### src/rtl/sync_down_counter.sv
// Synchronous down counter: MAX..0 then wraps, with clamped load, TC cascade and WRAP pulse.
// Define DOWN_COUNTER_ONESHOT_EN to add OS/DONE one-shot stop at zero.
module sync_down_counter #(
    parameter int WIDTH = 4,
    parameter int MAX   = 15
) (
    input  logic             CLK,
    input  logic             CLR,
    input  logic             E,
    input  logic             LD,
    input  logic [WIDTH-1:0] D,
`ifdef DOWN_COUNTER_ONESHOT_EN
    input  logic             OS,
    output logic             DONE,
`endif
    output logic [WIDTH-1:0] Q,
    output logic [WIDTH-1:0] Q_n,
    output logic             TC,
    output logic             WRAP
);

    localparam logic [0:0] RUN  = 1'b0;
    localparam logic [0:0] HOLD = 1'b1;

    localparam logic [WIDTH-1:0] MAX_Q = WIDTH'(MAX);

    logic [WIDTH-1:0] q_r;
    logic [WIDTH-1:0] q_nxt;
    logic [WIDTH-1:0] ld_val;
    logic             wrap_r;
    logic             wrap_nxt;
    logic [0:0]       state;
    logic [0:0]       state_nxt;
    logic             at_zero;
    logic             run;
    logic             os_stop;

`ifdef DOWN_COUNTER_ONESHOT_EN
    assign os_stop = OS;
    assign DONE    = (state == HOLD);
`else
    assign os_stop = 1'b0;
`endif

    assign at_zero = (q_r == '0);
    assign run     = (state == RUN);
    // Clamp rather than truncate so Q can never exceed MAX.
    assign ld_val  = (D > MAX_Q) ? MAX_Q : D;

    always_comb begin
        q_nxt     = q_r;
        wrap_nxt  = 1'b0;
        state_nxt = state;
        if (LD) begin
            q_nxt     = ld_val;
            state_nxt = RUN;
        end else if (E && run) begin
            if (!at_zero) begin
                q_nxt = q_r - 1'b1;
            end else if (os_stop) begin
                state_nxt = HOLD;
            end else begin
                q_nxt    = MAX_Q;
                wrap_nxt = 1'b1;
            end
        end
    end

    always_ff @(posedge CLK or posedge CLR) begin
        if (CLR) begin
            q_r    <= '0;
            wrap_r <= 1'b0;
            state  <= RUN;
        end else begin
            q_r    <= q_nxt;
            wrap_r <= wrap_nxt;
            state  <= state_nxt;
        end
    end

    assign Q    = q_r;
    assign Q_n  = ~q_r;
    assign WRAP = wrap_r;
    assign TC   = E & at_zero & run;

endmodule

### config.mk
export PLATFORM = sky130hd
export DESIGN_NAME = sync_down_counter
export DESIGN_NICKNAME = d
export VERILOG_FILES = /design/src/rtl/sync_down_counter.sv
export SDC_FILE = /design/constraint.sdc
export NUM_CORES = 1
export LEC_CHECK = 0
export BUFFER_PORTS_ARGS = -buffer_cell sky130_fd_sc_hd__buf_2
export CORE_AREA = 2 2 39 41
export DETAILED_ROUTE_END_ITERATION = 12
export DIE_AREA = 0 0 41 43
export SLEW_MARGIN = 20
export SYNTH_ARGS = -nofsm -noshare
export SYNTH_HDL_FRONTEND = slang
export SYNTH_SLANG_ARGS = --single-unit
### constraint.sdc
create_clock -name CLK -period 3.2 [get_ports CLK]
set_input_delay 0.48 -clock CLK [delete_from_list [all_inputs] [get_ports CLK]]
set_output_delay 0.48 -clock CLK [all_outputs]
set_load 0.02 [all_outputs]
# Yosys cells after proc, flatten, opt, wreduce, memory -nomap -nowiden
# Index checks and enable logic that the tools add are counted.
# op_classes
add_sub_neg	1
multipliers	0
div	0
order_cmp	1
eq_ne	0
shift	0
mux	7
bitwise	2
reduce_logical	2
# op_table
cell	count
2-to-1 mux 4 bit	4
> comparator 4 bit, second input constant	1
zero test 4 bit	1
inverter 4 bit	1
subtractor 4 x 1 -> 4 bit, second input constant	1
2-to-1 mux 1 bit	3
nonzero test 2 bit	1
AND 1 bit	1
# word_totals
reg_bits	5
latchBits	0
mem_bits_rw	0
rom_bits	0
in_bits	8
output_inout_bits	10
elab_cells	15
n_memories	0

# Logic depth before layout (Yosys ltp)
# Gate-level depths: netlist of the first run.
# depth
depth_word	4
mapped_depth	5
depth_no_buf	5

# Worst setup path before layout of the first run
# OpenSTA, ideal clock, no wires.
# synth_timing
path_kind	reg2out
start	reg q_r[0] (netlist: Q[0])
end	out TC
arrival_ns	1.128
t_required_ns	2.720
setup_slack_ns	1.592
path_stages_with_launch	4
path_buffers	0
cell_sequence	dfrtp_1 -> inv_1 -> ha_1 -> and3_4
# synth_between
elab_chain_len	2
# synth_rtl
element	line_no	source
start, declared	27	logic [WIDTH-1:0] q_r;
start signal, assigned	75	q_r <= q_nxt;
zero test 4 bit	45	assign at_zero = (q_r == '0);
AND 1 bit	84	assign TC = E & at_zero & run;
end, declared	18	output logic TC,
# Every way passes these cells.

# Final worst setup path of the first run
# Same ends and word-level chain as after synthesis.

==> key figures, run 1 <==
STA
  – Final worst hold slack: 0.121 ns
  – Clock Skews: 0.000883 ns
  – Slew headroom: 0.868
  – Unrepaired setup endpoints after global routing: no
  – Fin crit share: 0.565
  – Fmax: 0.553 GHz
  – Worst-Margin Slew: 0.198 ns
  – Final Hold Fails: 0
  – Final setup viols: 0
  – Max-slew violations: 0
  – Setup WS post-layout: 1.39 ns
  – Fin crit period: 1.81 ns
  – TNS Setup: 0 ns

Clocking
  – Clock slew at reported path FFs: 0.05 ns
  – CTS max path bufs: 2
  – Setup Buffers After CTS: 0
  – TritonCTS sink count: 5
  – Worst skew pair latency: 0.25 ns
  – Post_cts resized: 0
  – CTS tree: done
  – Total CTS buffers: 3
  – # H-tree levels: 1
  – Clk Tree Root Cell: clkbuf_4
  – # hold bufs at CTS: 0

Final layout
  – Commonest non-fill, non-tap cell in the layout: buf_2
  – Antenna fix cells: 0
  – Area grow syn2layout: 43.4%
  – Nets@finish: 63
  – Fillers: 153
  – Layout cells sized above 1: 0.434
  – Commonest non-fill, non-tap cells in the layout: buf_2 (17), nand2_1 (7), dfrtp_1 (5), inv_1 (5)

GRT
  – GRT Util Overall: 0.0975
  – Vias in the first global route: 245
  – GRT overflow: 0
  – Initial antenna violation count: 0
  – First-pass GRT wire length: 1050 microns
  – Largest net degree at the start of global routing: 10

Worst setup path
  – Crit end category: output port
  – CP Class: reg -> out
  – Worst EP arrival: 1.33 ns
  – CP max FO: 5
  – Launch point of the worst path: Q[0]$_DFFE_PP0P_
  – Reg2reg setup slack: 1.92 ns
  – Launch point of the worst reg-to-reg path: Q[0]$_DFFE_PP0P_
  – CP Data Required Time: 2.72 ns
  – Startpoint types: flop

Power and ir drop
  – Pwr/cell area: 519 nW/um^2
  – Max VDD drop: 0.000225 V
  – Internal Pwr Total: 142 uW
  – Switching component of the power: 76.7 uW
  – Leak: 0.234 nW
  – Sequential share of power: 0.352
  – Clock network fraction of total power: 0.352
  – Switching Fraction: 0.351
  – Combinational power share: 0.296

Synth
  – Post-synthesis instance area: 294 sq um
  – Yosys warnings: 0
  – Register bit total from synthesis: 5
  – Syn Nets: 42
  – Seq/Total Area, Yosys: 0.426
  – Mapped Cells: 33
  – Synth unique cells: 17
  – Synthesized area per cell: 8.91 sq um

Floorplan
  – Die area: 1760 sq um
  – Core Rows: 14
  – Die height: 43 microns
  – Core area: 1380 sq um
  – Die Width: 41 microns
  – Ports: 18
  – Initial Util: 0.212

Job
  – Max-cap violations: 0

Worst hold path
  – Worst hold path type: in -> async

Route
  – DR WL/cell: 10.1 microns
  – Final WL: 698 microns
  – # DRC: 0
  – Routed via count: 288
  – Avg Vias per Cell: 4.17
  – ANT nets after route: 0
  – Starting DRT DRC Count: 3
  – First-pass iteration count of the detailed router: 3

Status
  – Outcome: finished, final reports clean

Placed design
  – Buffers on Ports: 17
  – Post-Place Worst Slack: 1.61 ns
  – Final GP Congestion: 0.690
## state kept, by name, indices dropped and copies added, names as in the netlist
register,cells
Q,4
WRAP,1
## final cells by class
| type | instances | area, sq um | area share |
|---|---|---|---|
| multi-input cells | 22 | 146 | 0.347 |
| flip-flops and latches | 5 | 125 | 0.297 |
| repair buffers | 17 | 85.1 | 0.202 |
| clock buffers | 4 | 26.3 | 0.0623 |
| well taps | 16 | 20.0 | 0.0475 |
| inverters | 5 | 18.8 | 0.0445 |
## Yosys cell counts
master | count | share of area
o31ai_1 | 1 | 0.026
clkbuf_1 | 1 | 0.013
ha_1 | 1 | 0.043
nor2_1 | 1 | 0.013
dfrtp_1 | 5 | 0.43
o31ai_2 | 1 | 0.043
a21oi_1 | 1 | 0.017
a31oi_1 | 1 | 0.021
and4_1 | 1 | 0.030
xnor2_1 | 1 | 0.030
and2b_1 | 1 | 0.026
nand2_1 | 7 | 0.089
o21ai_0 | 3 | 0.051
and3_4 | 1 | 0.038
nor2b_4 | 1 | 0.047
inv_1 | 5 | 0.064
o21bai_1 | 1 | 0.026
## worst paths after layout
path,end,cells after the start
min in group CLK,Q[2]$_DFFE_PP0P_,3
min,Q[3]$_DFFE_PP0P_,2
min reg2reg,Q[0]$_DFFE_PP0P_,2
max,TC,4
max in group asynchronous,Q[1]$_DFFE_PP0P_,2
max reg2reg,Q[3]$_DFFE_PP0P_,5
## worst max-delay path, stage by stage, from the launching register on
cell and delay, ns:
dfrtp_1 0.42, inv_1 0.10, ha_1 0.21, and3_4 0.19
buf_2 0.15
## stage by stage
step / instance area, sq um / util / power (mW) / std cells
floorplan: 294 / - / 0.120 / 33
global placement: 395 / 0.286 / 0.143 / 65
detailed placement: 395 / 0.286 / 0.144 / 65
CTS: 422 / 0.305 / 0.223 / 69
global route: 422 / 0.305 / 0.234 / 69
finish: 422 / 0.305 / 0.219 / 69
## power groups by stage
stage	Sequential [mW]	Combinational, mW	Clock [mW]
6_report	0.0770	0.0648	0.0770
5_1_grt	0.0780	0.0711	0.0847
4_1_cts	0.0770	0.0660	0.0798
3_5_place_dp	0.0780	0.0656	0
3_3_place_gp	0.0777	0.0652	0
2_1_floorplan	0.0849	0.0354	0
## layer usage
metal	share of wire	GRT usage	vias up
met3	0.12	0.0785	0
met1	0.42	0.103	125
li1	-	-	148
met2	0.46	0.138	15
met4	0	0.0400	0
met5	0	0	-
## kinds of logic (layout without fill, tap and decap cells)
kind of cell / count (synthesis) / count (layout) / synth area share
AOI/OAI and AO/OA: 8 / 8 / 0.183
and+or+nand+nor: 12 / 12 / 0.243
DFF: 5 / 5 / 0.426
adders and majority gates: 1 / 1 / 0.0425
xor gates and xnor gates: 1 / 1 / 0.0298
buffers and inverters: 6 / 26 / 0.0766
(Power assumes the default switching activity.)
==> inputs of run 2 (changes only) <==
--- a/config.mk
+++ b/config.mk
@@ -5,6 +5,7 @@
 export SDC_FILE = /design/constraint.sdc
 export NUM_CORES = 1
 export LEC_CHECK = 0
+export ABC_AREA = 1
 export BUFFER_PORTS_ARGS = -buffer_cell sky130_fd_sc_hd__buf_2
 export CORE_AREA = 2 2 39 41
 export DETAILED_ROUTE_END_ITERATION = 12
==> constraint.sdc (replaced) <==
create_clock -name CLK -period 1.8 [get_ports CLK]
set_input_delay 0.27 -clock CLK [delete_from_list [all_inputs] [get_ports CLK]]
set_output_delay 0.27 -clock CLK [all_outputs]
set_load 0.02 [all_outputs]
==> run 2 against run 1 <==
Against the previous run:
- first-iteration DRC count increased by 33%
- area after synthesis is 2.1% higher
- sequential power rose by 83%
==> key figures, run 2 <==
Status
  – Outcome: finished, final reports clean

Floorplan
  – Die Width: 41 microns (unchanged)
  – Initial Util: 0.217 (+0.00452)
  – Die height: 43 microns (unchanged)
  – Die area: 1760 sq um (unchanged)
  – Core area: 1380 sq um (unchanged)
  – Core Rows: 14 (unchanged)
  – Ports: 18 (unchanged)

Route
  – Starting DRT DRC Count: 4 (+1)
  – # DRC: 0 (unchanged)
  – Avg Vias per Cell: 4.09 (-2.0%)
  – DR WL/cell: 8.96 microns (-11%)
  – Routed via count: 319 (+11%)
  – Final WL: 699 microns (+0.14%)
  – ANT nets after route: 0 (unchanged)
  – First-pass iteration count of the detailed router: 3 (unchanged)

Synth
  – Simple-gate share of the synthesized area: 0.296 (+0.0533)
  – Register bit total from synthesis: 5 (unchanged)
  – Largest family of logic cells by synthesized area: simple AND/OR/NAND/NOR gates
  – Mapped Cells: 40 (+21%)
  – Synth top area share: 0.417 (-0.00887)
  – Post-synthesis instance area: 300 sq um (+2.1%)
  – Syn Nets: 49 (+17%)
  – Most frequent cell after synthesis: nand2_1
  – Synthesized area per cell: 7.51 sq um (-16%)
  – Synth unique cells: 15 (-2)
  – Leading post-synthesis cells by cell area: dfrtp_1 (42%), nand2_1 (11%), inv_1 (7.5%), nand3_1 (5.0%), nor2_1 (5.0%)
  – FFs w/ async S/R, synth: 1.00 (unchanged)
  – Adder-cell share of the synthesized area: 0.0417 (-0.000887)
  – Commonest cells post-synth: nand2_1 (9), inv_1 (6), dfrtp_1 (5), nor2_1 (4), nand3_1 (3)
  – Mux cell area share after synthesis: 0 (unchanged)
  – Seq/Total Area, Yosys: 0.417 (-0.00887)
  – Post-synth EDFFs: 0 (unchanged)
  – Synth Area in Compound Gates: 0.117 (-0.0663)
  – XOR/XNOR Fraction of Synth Area: 0.0292 (-0.000621)
  – Main synth FF type: dfrtp_1
  – Yosys warnings: 0 (unchanged)
  – Leading area contributor after synthesis: dfrtp_1

Final layout
  – Post-route insts no fill: 78 (+13%)
  – Commonest non-fill, non-tap cell in the layout: buf_2
  – Area grow syn2layout: 48.7%
  – Max FFs per register: 4 (unchanged)
  – Layout cells sized above 1: 0.468 (+0.0338)
  – Fillers: 154 (+0.65%)
  – Nets@finish: 72 (+14%)
  – Antenna fix cells: 0 (unchanged)
  – Commonest non-fill, non-tap cells in the layout: buf_2 (17), nand2_1 (9), dfrtp_1 (5)

Worst setup path
  – CP Data Required Time: 1.53 ns (-1.19 ns)
  – Slowest cell on crit path: dfrtp_1
  – Crit end category: output port
  – Worst EP arrival: 1.38 ns (+0.05 ns)
  – CP max FO: 5 (unchanged)
  – CP peak stage delay: 0.39 ns (-0.03 ns)
  – Startpoint types: flop
  – CP Buf/Inv Count: 3 (+1)
  – CP Class: reg -> out
  – Top Family by Delay on Critical Path: flip-flops
  – Critical Path, Cell by Cell: inv_2 > ha_2 > nand2_1 > nor2_2 > inv_1 > nor2_1 > buf_2

GRT
  – First-pass GRT wire length: 1210 microns (+15%)
  – Largest net degree at the start of global routing: 8 (-2)
  – Vias in the first global route: 304 (+24%)
  – GRT overflow: 0 (unchanged)
  – GRT Util Overall: 0.108 (+0.0105)
  – Initial antenna violation count: 0 (unchanged)

Worst hold path
  – Worst hold path type: in -> reg

Clocking
  – Worst skew pair latency: 0.23 ns (-0.02 ns)
  – Setup Buffers After CTS: 0 (unchanged)
  – Clk Tree Root Cell: clkbuf_4
  – TritonCTS sink count: 5 (unchanged)
  – # H-tree levels: 1 (unchanged)
  – CTS max path bufs: 2 (unchanged)
  – Clock slew at reported path FFs: 0.04 ns (about the same)
  – CTS tree: done
  – Total CTS buffers: 3 (unchanged)

Placed design
  – Final GP Congestion: 0.807 (+17%)
  – Placed cell count: 73 (+12%)
  – HPWL after detailed placement: 574 microns
  – Buffers on Ports: 17 (unchanged)

STA
  – Final worst hold slack: 0.246 ns (+0.125 ns)
  – Clock Skews: 0.000246 ns (-0.000637 ns)
  – Worst-Margin Slew: 0.216 ns (+0.0177 ns)
  – Max-slew violations: 0 (unchanged)
  – Final setup viols: 0 (unchanged)
  – Fmax: 0.606 GHz
  – Unrepaired setup endpoints after global routing: no
  – Slew headroom: 0.856 (-0.0117)
  – Final Hold Fails: 0 (unchanged)
  – Fin crit period: 1.65 ns
  – TNS Setup: 0 ns (unchanged)
  – Fin crit share: 0.916

Power and ir drop
  – Total power: 403 uW (+84%)
  – Leak: 0.243 nW (+3.7%)
  – Pwr/cell area: 903 nW/um^2 (+74%)
  – Max VDD drop: 0.000549 V (+140%)

Job
  – Max-cap violations: 0 (unchanged)
## run 2: layer usage
| layer | track usage | vias up | part of all wire |
|---|---|---|---|
| met4 | 0.0400 | 0 | 0 |
| met1 | 0.124 | 136 | 0.42 |
| li1 | - | 170 | - |
| met5 | 0 | - | 0 |
| met3 | 0.0681 | 0 | 0.094 |
| met2 | 0.156 | 13 | 0.48 |
## run 2: worst register-to-register path, delay by kind of cell (launching register included)
kind                       cells  cell delay [ns]
buffers and inverters          2             0.16
and+or+nand+nor                3             0.26
DFF                            1             0.39
adders and majority gates      1             0.20
## run 2: cell type report
type | instances | area [sq um] | area share
multi-input cells | 27 | 150 | 0.336
flip-flops and latches | 5 | 125 | 0.280
clock buffers | 4 | 26.3 | 0.0588
repair buffers | 18 | 95.1 | 0.213
well taps | 16 | 20.0 | 0.0448
inverters | 8 | 30.0 | 0.0672
## run 2: path summary, 6_finish.rpt
kind	from	endpoint	slack, ns	cells after the start
worst max-delay path	Q[0]$_DFFE_PP0P_	TC	0.15	7
worst max register to register	Q[0]$_DFFE_PP0P_	WRAP$_DFF_PP0_	0.71	6
max in group asynchronous	CLR	Q[2]$_DFFE_PP0P_	1.17	3
worst min-delay path	D[1]	Q[1]$_DFFE_PP0P_	0.25	3
min in group asynchronous	CLR	WRAP$_DFF_PP0_	0.47	3
worst min register to register	Q[1]$_DFFE_PP0P_	Q[1]$_DFFE_PP0P_	0.54	2
## run 2: stage by stage
| step | worst slack (ns) | util | instance area, sq um |
|---|---|---|---|
| after floorplan | 0.101 | - | 300 |
| after global routing | 0.0208 | 0.323 | 447 |
| after global placement | 0.313 | 0.293 | 405 |
| after CTS | 0.0529 | 0.319 | 442 |
| after detailed placement | 0.321 | 0.293 | 405 |
| final | 0.151 | 0.323 | 447 |
## run 2: repair_timing
action | in CTS | in global routing
endpoints found under the hold margin | 5 | 0
gates resized for setup | 0 | 4
endpoints found under the setup margin | 0 | 1
hold buffers | 1 | 0
## run 2: logic make-up after synthesis
logic type,Yosys count
adders and majority gates,1
and+or+nand+nor,20
xor gates and xnor gates,1
buffers and inverters,8
AOI/OAI and AO/OA,5
DFF,5
## run 2: power breakdown
group / leakage, nW / total, mW / switching [mW] / internal (mW)
registers: 0.0622 / 0.141 / 0.0156 / 0.126
clock network: 0.0150 / 0.123 / 0.0394 / 0.0834
logic: 0.166 / 0.139 / 0.0875 / 0.0517
total: 0.243 / 0.403 / 0.143 / 0.261
==> inputs of run 3 (changes only) <==
==> constraint.sdc (replaced) <==
create_clock -name CLK -period 1.8 [get_ports CLK]
set_input_delay 0.27 -clock CLK [delete_from_list [all_inputs] [get_ports CLK]]
set_output_delay 0.27 -clock CLK [all_outputs]
set_load 0.01 [all_outputs]
==> run 3 against run 2 <==
Against the previous run:
- sequential share of layout area is 0.16 points higher
- utilization is 0.18 points lower
- clock-buffer cell count stayed put
- highest routed layer unchanged
- via count is 0.31% higher
- power is 5.6% lower
- critical endpoint unchanged
- cell count stayed put
- register-to-register slack worse by 0.04 ns
- clock power hardly changed
==> key figures, run 3 (synthesis gave the netlist of run 2 again) <==
Placed design
  – Placed cell count: 73 (unchanged)
  – Final GP Congestion: 0.807 (unchanged)
  – HPWL after detailed placement: 574 microns (unchanged)
  – Buffers on Ports: 17 (unchanged)

Route
  – Final WL: 689 microns (-1.4%)
  – Routed via count: 320 (+0.31%)
  – Starting DRT DRC Count: 2 (-2)
  – ANT nets after route: 0 (unchanged)
  – Met1 wire length: 286 microns (-3.1%)
  – # DRC: 0 (unchanged)
  – First-pass iteration count of the detailed router: 2 (-1)
  – Metal2 WL: 336 microns (unchanged)
  – DR WL/cell: 8.83 microns (-1.4%)
  – Met3 Wirelength: 66 microns (unchanged)
  – Highest routed layer: met3
  – Avg Vias per Cell: 4.10 (+0.31%)

GRT
  – Vias in the first global route: 304 (unchanged)
  – Initial antenna violation count: 0 (unchanged)
  – GRT Util Overall: 0.108 (unchanged)
  – GRT overflow: 0 (unchanged)
  – Largest net degree at the start of global routing: 8 (unchanged)
  – First-pass GRT wire length: 1210 microns (unchanged)

STA
  – Slew headroom: 0.867 (+0.0107)
  – Unrepaired setup endpoints after global routing: no
  – Fin crit period: 1.65 ns (-0.000579 ns)
  – Final Hold Fails: 0 (unchanged)
  – Final setup viols: 0 (unchanged)
  – Worst-Margin Slew: 0.200 ns (-0.0160 ns)
  – Clock Skews: 0.000246 ns (-0.000000278 ns)
  – Max-slew violations: 0 (unchanged)
  – TNS Setup: 0 ns (unchanged)
  – Fmax: 0.607 GHz (about the same)
  – Fin crit share: 0.916 (about the same)

Final layout
  – Layout cells sized above 1: 0.452 (-0.0161)
  – Commonest non-fill, non-tap cell in the layout: buf_2
  – Commonest non-fill, non-tap cells in the layout: buf_2 (17), nand2_1 (9), dfrtp_1 (5)
  – Antenna fix cells: 0 (unchanged)
  – Area grow syn2layout: 47.9%
  – Max FFs per register: 4 (unchanged)
  – Nets@finish: 72 (unchanged)
  – Fillers: 152 (-1.3%)
  – Post-route insts no fill: 78 (unchanged)

Clocking
  – CTS tree: done
  – TritonCTS sink count: 5 (unchanged)
  – Total CTS buffers: 3 (unchanged)
  – CTS max path bufs: 2 (unchanged)
  – Clock slew at reported path FFs: 0.04 ns (about the same)
  – Worst skew pair latency: 0.23 ns (about the same)
  – Clk Tree Root Cell: clkbuf_4
  – # H-tree levels: 1 (unchanged)

Floorplan
  – Core Rows: 14 (unchanged)
  – Die area: 1760 sq um (unchanged)
  – Die height: 43 microns (unchanged)
  – Core area: 1380 sq um (unchanged)
  – Ports: 18 (unchanged)
  – Initial Util: 0.217 (unchanged)
  – Die Width: 41 microns (unchanged)

Job
  – Max-cap violations: 0 (unchanged)

Worst setup path
  – CP Class: reg -> out
  – CP max FO: 5 (unchanged)
  – Crit end category: output port
  – Worst EP arrival: 1.38 ns (about the same)
  – Startpoint types: flop
  – CP Data Required Time: 1.53 ns (about the same)

Status
  – Outcome: finished, final reports clean

Power and ir drop
  – Pwr/cell area: 858 nW/um^2 (-5.0%)
  – Leak: 0.243 nW (about the same)
  – Total power: 381 uW (-5.6%)
  – Max VDD drop: 0.000543 V (-1.2%)

Worst hold path
  – Worst hold path type: in -> reg
## run 3: area by class of cell
class                           instances  area [sq um]  share of cell area
Multi-Input combinational cell         27           148               0.332
Timing Repair Buffer                   18          95.1               0.214
Tap cell                               16          20.0              0.0451
Sequential cell                         5           125               0.282
Inverter                                8          30.0              0.0676
Clock buffer                            4          26.3              0.0592
## run 3: metrics by stage
stage | cell area [sq um] | util | setup slack, ns | hold WS (ns)
after detailed placement | 405 | 0.293 | 0.355 | 0.174
after global routing | 444 | 0.321 | 0.00337 | 0.248
after CTS | 442 | 0.319 | 0.0866 | 0.238
final | 444 | 0.321 | 0.152 | 0.246
after global placement | 405 | 0.293 | 0.347 | 0.170
after floorplan | 300 | - | 0.363 | 0.0485
## run 3: final timing paths
check	slack [ns]	endpoint	start	cells after the start
min in group asynchronous	0.47	WRAP$_DFF_PP0_	CLR	3
max	0.15	TC	Q[0]$_DFFE_PP0P_	7
max in group asynchronous	1.17	Q[2]$_DFFE_PP0P_	CLR	3
min	0.25	Q[1]$_DFFE_PP0P_	D[1]	3
min reg2reg	0.54	Q[1]$_DFFE_PP0P_	Q[1]$_DFFE_PP0P_	2
max reg2reg	0.67	WRAP$_DFF_PP0_	Q[0]$_DFFE_PP0P_	6
## run 3: timing repair
| item | in CTS | in global routing |
|---|---|---|
| buffers inserted | 0 | 0 |
| hold endpoints to repair | 5 | 0 |
| hold buffers | 1 | 0 |
| setup endpoints to repair | 0 | 1 |
| gates resized for setup | 0 | 3 |
## run 3: worst max-delay path: stages (launching register included)
cell	delay, ns
dfrtp_1	0.39
inv_2	0.09
ha_2	0.21
nand2_1	0.06
nor2_1	0.12
inv_1	0.07
nor2_1	0.07
buf_2	0.13
## run 3: metal layers
layer | vias to the layer above | GRT usage
li1 | 170 | -
met2 | 13 | 0.156
met4 | 0 | 0.0400
met5 | - | 0
met1 | 137 | 0.124
met3 | 0 | 0.0681
## run 3: where the power goes
part | total (mW) | internal (mW) | switching, mW
Clock | 0.123 | 0.0834 | 0.0394
Sequential | 0.141 | 0.126 | 0.0151
Combinational | 0.117 | 0.0510 | 0.0660
Total | 0.381 | 0.260 | 0.121
